`config.mk`:
```
export PLATFORM = sky130hd
export DESIGN_NAME = shift_serializer
export DESIGN_NICKNAME = d
export VERILOG_FILES = /design/src/rtl/shift_serializer_pkg.sv /design/src/rtl/ser_bit_counter.sv /design/src/rtl/shift_serializer.sv
export SDC_FILE = /design/constraint.sdc
export NUM_CORES = 1
export LEC_CHECK = 0
export ABC_AREA = 1
export CAP_MARGIN = 5
export CELL_PAD_IN_SITES_DETAIL_PLACEMENT = 0
export CELL_PAD_IN_SITES_GLOBAL_PLACEMENT = 1
export CORE_MARGIN = 3
export CORE_UTILIZATION = 36
export CTS_CLUSTER_SIZE = 30
export DETAILED_ROUTE_END_ITERATION = 7
export HOLD_SLACK_MARGIN = 0.05
export PLACE_DENSITY_LB_ADDON = 0.3
export SKIP_LAST_GASP = 1
export SLEW_MARGIN = 30
export SYNTH_ARGS = -nofsm -noshare
export SYNTH_HDL_FRONTEND = slang
export SYNTH_SLANG_ARGS = --single-unit
```
`constraint.sdc`:
```
create_clock -name clk -period 2.9 [get_ports clk]
set_input_delay 0.58 -clock clk [delete_from_list [all_inputs] [get_ports clk]]
set_output_delay 0.58 -clock clk [all_outputs]
set_load 0.03 [all_outputs]
```
`src/rtl/shift_serializer_pkg.sv`:
```
// Shared types and constants for the shift_serializer block.
// Latency: n/a (declarations only).
// Backpressure: n/a.
//
// The shift-function encoding matches the universal shift register, so the
// serializer FSM can drive that register's function select directly.
package shift_serializer_pkg;

    typedef enum logic [1:0] {
        IDLE  = 2'd0,
        SHIFT = 2'd1,
        PAR   = 2'd2
    } state_t;

    localparam logic [1:0] FN_HOLD = 2'b00;
    localparam logic [1:0] FN_LS   = 2'b01;
    localparam logic [1:0] FN_RS   = 2'b10;
    localparam logic [1:0] FN_LOAD = 2'b11;

endpackage

```
`src/rtl/ser_bit_counter.sv`:
```
// Bit-position counter for the serializer: counts accepted data beats.
// Latency: count updates on the edge after en; tc is combinational from count.
// Backpressure: none; en is only raised on an accepted beat.
//
// Ports: clk, rst (sync, active-high), clr (sync clear), en (count up),
//        tc (count == N-1). The count wraps to 0 after N-1 so it never
//        exceeds N-1, even for widths that are not a power of two.
module ser_bit_counter #(
    parameter int N = 8
) (
    input  logic clk,
    input  logic rst,
    input  logic clr,
    input  logic en,
    output logic tc
);
    localparam int CW = (N > 1) ? $clog2(N) : 1;

    logic [CW-1:0] cnt;

    assign tc = (cnt == CW'(N - 1));

    always_ff @(posedge clk) begin
        if (rst || clr) begin
            cnt <= '0;
        end else if (en) begin
            cnt <= tc ? '0 : cnt + 1'b1;
        end
    end

endmodule

```
`src/rtl/shift_serializer.sv`:
```
// Parallel-to-serial stage: accepts an N-bit word, emits it one bit per beat.
// Latency: first serial bit valid the cycle after acceptance; frame_done one cycle after last beat.
// Backpressure: ser_ready low stalls shifting with ser_valid/ser_out held; in_ready only in IDLE.
//
// Ports: clk, rst (sync, active-high); in_data/in_valid/in_ready parallel input;
//        ser_out/ser_valid/ser_ready serial output; frame_done pulse; busy.
// Option: define SER_PARITY_EN to append an even-parity bit (XOR of the word)
//         after the data bits, making each frame N+1 beats long.
module shift_serializer
    import shift_serializer_pkg::*;
#(
    parameter int N         = 8,
    parameter int MSB_FIRST = 0
) (
    input  logic         clk,
    input  logic         rst,
    input  logic [N-1:0] in_data,
    input  logic         in_valid,
    output logic         in_ready,
    output logic         ser_out,
    output logic         ser_valid,
    input  logic         ser_ready,
    output logic         frame_done,
    output logic         busy
);
    // Direction of travel toward the output end of the register.
    localparam logic [1:0] FN_SHIFT = (MSB_FIRST != 0) ? FN_LS : FN_RS;

    state_t       state, state_nxt;
    logic [1:0]   fn;
    logic [N-1:0] sreg;
    logic         fd_nxt;
    logic         cnt_clr;
    logic         cnt_en;
    logic         cnt_tc;
`ifdef SER_PARITY_EN
    logic         par_q;
`endif

    assign in_ready = (state == IDLE) && !rst;
    assign busy     = (state != IDLE);

    ser_bit_counter #(
        .N (N)
    ) u_cnt (
        .clk (clk),
        .rst (rst),
        .clr (cnt_clr),
        .en  (cnt_en),
        .tc  (cnt_tc)
    );

    always_ff @(posedge clk) begin
        if (rst) begin
            state <= IDLE;
        end else begin
            state <= state_nxt;
        end
    end

    always_comb begin
        state_nxt = state;
        fn        = FN_HOLD;
        ser_valid = 1'b0;
        ser_out   = 1'b0;
        fd_nxt    = 1'b0;
        cnt_clr   = 1'b0;
        cnt_en    = 1'b0;
        case (state)
            IDLE: begin
                if (in_valid && in_ready) begin
                    fn        = FN_LOAD;
                    cnt_clr   = 1'b1;
                    state_nxt = SHIFT;
                end
            end
            SHIFT: begin
                ser_valid = 1'b1;
                ser_out   = (MSB_FIRST != 0) ? sreg[N-1] : sreg[0];
                if (ser_ready) begin
                    fn     = FN_SHIFT;
                    cnt_en = 1'b1;
                    if (cnt_tc) begin
`ifdef SER_PARITY_EN
                        state_nxt = PAR;
`else
                        state_nxt = IDLE;
                        fd_nxt    = 1'b1;
`endif
                    end
                end
            end
`ifdef SER_PARITY_EN
            PAR: begin
                ser_valid = 1'b1;
                ser_out   = par_q;
                if (ser_ready) begin
                    state_nxt = IDLE;
                    fd_nxt    = 1'b1;
                end
            end
`endif
            default: begin
                state_nxt = IDLE;
            end
        endcase
    end

    // Datapath: the shift register follows the function select, vacated bit is 0.
    always_ff @(posedge clk) begin
        if (rst) begin
            sreg       <= '0;
            frame_done <= 1'b0;
        end else begin
            frame_done <= fd_nxt;
            case (fn)
                FN_LOAD: sreg <= in_data;
                FN_RS:   sreg <= {1'b0, sreg[N-1:1]};
                FN_LS:   sreg <= {sreg[N-2:0], 1'b0};
                default: sreg <= sreg;
            endcase
        end
    end

`ifdef SER_PARITY_EN
    // Even parity of the whole word, captured alongside the load.
    always_ff @(posedge clk) begin
        if (rst) begin
            par_q <= 1'b0;
        end else if (fn == FN_LOAD) begin
            par_q <= ^in_data;
        end
    end
`endif

endmodule
```
# [Word-level counts from Yosys, hierarchy flattened]
# Index checks and enable logic that the tools add are counted.
[word_totals] reg_bits=14 inputBits=12
[classes] reduce_logical=9 n_mux=16 bitwise_logic=2 n_eq_ne=8 add_sub_neg=1
[ops] cell="case mux 8 bit (3 select lines)" n=1
[ops] cell="2-to-1 mux 2 bit" n=5
[ops] cell="case mux 2 bit (2 select lines)" n=2
[ops] cell="2-to-1 mux 1 bit" n=7
[ops] cell="equality test 2 x 1 -> 1 bit (second input constant)" n=2
[ops] cell="equality test 2 bit (second input constant)" n=2
[ops] cell="inequality test 2 x 1 -> 1 bit (second input constant)" n=2
[ops] cell="adder 3 x 1 -> 3 bit (second input constant)" n=1
[ops] cell="equality test 3 bit (second input constant)" n=1
[ops] cell="2-to-1 mux 3 bit" n=1
[ops] cell="AND reduction 3 bit" n=1
[ops] cell="nonzero test 3 bit" n=1
[ops] cell="OR reduction 3 bit" n=1
[ops] cell="logical AND 1 bit" n=2
[ops] cell="logical NOT 2 bit" n=1
[ops] cell="inequality test 2 bit (second input constant)" n=1
[ops] cell="inverter 1 bit" n=2
[ops] cell="nonzero test 2 bit" n=1
[ops] cell="logical NOT 1 bit" n=1
[ops] cell="logical OR 1 bit" n=1

# [Logic depth before layout (Yosys ltp)]
[depth] word_depth=7 ltp_mapped=7

# [Cells and area by module]
# From an unflattened synthesis, not the netlist that was laid out.
[unflattened] hier_cells=109 hier_area_um2=747.0
[by_module_without_submodules] module="shift_serializer" n_inst=1 cells_each=88 area_each_um2=593.1
[by_module_without_submodules] module="ser_bit_counter" n_inst=1 cells_each=21 area_each_um2=153.9

# [Worst setup path after synthesis]
# OpenSTA, ideal clock, no wires.
[synth_path] path_kind="reg-to-output" startpoint="register state[0]" endpoint="output port ser_out" path_slack_ns=1.346 path_stages_with_launch=4 required_time_ns=2.320 n_path_buf=1 arrival_ns=0.974 path_cell_list="dfxtp_1 buf_6 nand2_1 inv_1"
[synth_via] elab_chain_len=2
[synth_lines] item="start: declaration" line_no="shift_serializer.sv:29" rtl="state_t state, state_nxt;"
[synth_lines] item="start signal: assignment" line_no="shift_serializer.sv:57" rtl="state <= state_nxt;"
[synth_lines] item="equality test 2 x 1 -> 1 bit" line_no="shift_serializer.sv:69" rtl="case (state)"
[synth_lines] item="2-to-1 mux 1 bit" line_no="shift_serializer.sv:69"
[synth_lines] item="end: declaration" line_no="shift_serializer.sv:20" rtl="output logic ser_out,"
# No other way between the ends.

# [Final worst setup path]
[layout_path] startpoint="input port rst" endpoint="output port in_ready"
[layout_via] elab_chain_len=2
[layout_lines] item="start: declaration" line_no="shift_serializer.sv:16" rtl="input logic rst,"
[layout_lines] item="logical NOT 1 bit" line_no="shift_serializer.sv:40" rtl="assign in_ready = (state == IDLE) && !rst;"
[layout_lines] item="logical AND 1 bit" line_no="shift_serializer.sv:40"
[layout_lines] item="end: declaration" line_no="shift_serializer.sv:19" rtl="output logic in_ready,"
# No other way between the ends.

==> results.md <==
- Clock Skew: 0.004181 ns
- Flops & latches, synth: 13
- Most common cell after layout, fill and taps aside: nand2_1
- Share of cells above drive strength 1: 0.1271
- Startpoint Class: primary input
- Hold path endpoint: u_cnt.cnt[1]
- Clock tree root driver cell: clkbuf_4
- Total track usage: 0.1258
- Relative slew slack: 0.6596
- Synth top area cells: dfxtp_1 35%, nand2_1 13%, nand3_1 12%
- Mux share of post-synthesis cell area: 0
- Status: complete, no violations
- Crit-path leading delay family: buffers and inverters
- Buffers on Ports: 16
- Setup CP Type: primary input to output port
- Syn. warnings: 0
- Crit share post-route: 0.8658
- DRT Wirelength: 1467 um
- TritonCTS clock tree: yes
- Min-delay src: u_cnt.cnt[1]
- Max Slew Vio Count: 0
- Router iterations before antenna repair: 3
- Crit Path Max Fanout: 3
- Cell taking the most area after synthesis: dfxtp_1
- Antenna violations before repair: 0
- Max-cap viol count: 0
- Area growth syn-to-layout: 19.97%
- Unique masters post-synth: 16
- IO Pins: 17
- Final core occ: 0.4905
- Avg Cell Area, Syn: 7.162 sq um
- Worst Hold Depth: 2
- Core area: 1839 sq um
- # diodes: 0
- Post-Synth XOR/XNOR Area: 0
- Worst IR Drop VDD: 265.8 uV
- Worst-Skew Late Latency: 0.27 ns
- Mapped Area: 752.0 sq um
- Synthesized instance count: 105
- Via density: 4.538
- Lkg Pwr: 0.0004187 uW
- Max Clock Freq: 398.3 MHz
- Commonest cells after routing, fill and taps aside: 27 x nand2_1, 18 x nand3_1, 16 x clkdlybuf4s50_1, 13 x dfxtp_1, 11 x inv_1
- Resized Gates After CTS: 0
- DR WL/cell: 10.26 um
- Slew @ Worst Pin: 0.5100 ns
- Die area: 2673 sq um
- Top-area cell type share of the netlist area: 0.3461
- Core Rows: 15
- Critical path buffer and inverter count: 2
- Most frequent cell on the critical path: clkdlybuf4s50_1
- DIE HEIGHT: 51.71 um
- Total Neg Setup Slack: 0 ns
- PwrDens: 443.0 nW/um^2
- Synth Area in Adders: 0.03328
- Total design power: 399.6 uW
- Congestion Overflow GR: 0
- Cell chain of the critical path: clkdlybuf4s50_1, nor2_2, clkdlybuf4s50_1
- DR iter-0 viols: 6
- Inst Count DP: 139
- Complex-gate fraction of the synthesized area: 0.1148
- Final HPWL DP: 970.6 um
- Pin count of the biggest net entering global routing: 27
- CTS max path bufs: 2
- Sink Count: 13
- Initial core utilization: 0.4088
- Slowest cell on crit path: clkdlybuf4s50_1
- First-pass GRT wire length: 2518 um
- Final Setup Violations: 0
- Via count: 649
- Reg2Reg Launch Point: state[0]
- Vias in the first global route: 585
- Die Width: 51.71 um
- Hold Violations, Final: 0
- RSZ-0062 raised after global routing: false
- Crit-path max cell delay: 0.71 ns
- Post-synthesis simple-gate area fraction: 0.3561
- Net count after synthesis: 119
- Cell count of the worst reg-to-reg path: 6
- Layout net count: 133
- CTS hold repair buffers: 0
- Gpl congestion: 0.7718
- Reg clk slew, reported paths: 0.08 ns
- WP data required: 2.32 ns
- Internal reg-to-reg setup slack: 1.45 ns
- Final ANT Viol Nets: 0
- Crit. End Element: output port
- Critical Path AT: 1.93 ns
- Sequential cell area fraction in the yosys report: 0.3461
- Remaining DRCs: 0
- # fillers: 212
- FF-to-FF End: u_cnt.cnt[2]
- Cts bufs inserted: 3
- Post-CTS setup buffer count: 0
- Hold crit path type: flip-flop to flip-flop
- Largest family of logic cells by synthesized area: simple AND/OR/NAND/NOR gates
- Htree depth: 1
- Layout Cells excl Fill: 143
- Fin crit period: 2.511 ns
-- registers in the layout, indices dropped and copies added, names as in the netlist --
signal      count
sreg            8
frame_done      1
u_cnt.cnt       3
state           1
-- final cells by class --
type                       instances  area [sq um]  share of cell area
tap                               25         31.28             0.03467
inverter                          12         45.04             0.04993
timing repair buffer              16         160.2              0.1775
sequential                        13         260.3              0.2885
multi-input combinational         73         379.1              0.4203
clock buffer                       4         26.28             0.02913
-- how the worst max path moves through the flow --
stage	endpoint	from	slack, ns	depth (start not counted)
after CTS	in_ready	rst	0.38	3
after detailed placement	in_ready	rst	0.39	3
after global routing	in_ready	rst	0.35	3
after global placement	in_ready	rst	0.42	3
after floorplan	ser_out	state[0]	1.35	3
final	in_ready	rst	0.39	3
-- logic make-up (layout without fill, tap and decap cells) --
family / after synthesis / after routing
compound gates: 12 / 12
fa+ha+maj: 2 / 2
buf+inv: 19 / 32
flops: 13 / 13
simple gates: 59 / 59
-- per-layer routing --
| layer | track usage | vias up | part of all wire |
|---|---|---|---|
| li1 | - | 360 | - |
| met4 | 0.03930 | 0 | 0.0082 |
| met2 | 0.1970 | 12 | 0.40 |
| met3 | 0.04298 | 2 | 0.062 |
| met5 | 0 | - | 0 |
| met1 | 0.1617 | 275 | 0.52 |
-- report_power, final --
part	switching (uW)	internal [uW]
combinational	46.4	38.8
sequential	9.33	190
clock	61.7	53.2
total	117	282
-- worst min-delay path: stages, from the launching register on --
cell	delay, ns
dfxtp_1	0.32
nand2_1	0.06
a21oi_1	0.05
-- synth_stat cells --
| cell | instances |
|---|---|
| a21oi_1 | 4 |
| a21oi_2 | 7 |
| buf_4 | 3 |
| buf_6 | 4 |
| clkinv_1 | 1 |
| dfxtp_1 | 13 |
| ha_1 | 2 |
| inv_1 | 11 |
| nand2_1 | 27 |
| nand2_2 | 2 |
| nand2_4 | 2 |
| nand3_1 | 18 |
| nor2_1 | 8 |
| nor2_2 | 1 |
| nor3_1 | 1 |
| o21ai_0 | 1 |
-- stage by stage --
step	worst slack (ns)	instance area (sq um)	hold slack, ns
finish	0.3892	902.1	0.4727
global route	0.3518	902.1	0.5172
CTS	0.3843	902.1	0.4745
detailed placement	0.3901	875.8	0.4643
global placement	0.4183	875.8	0.4589
floorplan	1.346	752.0	0.4444
Power figures use the tool's default switching activity.
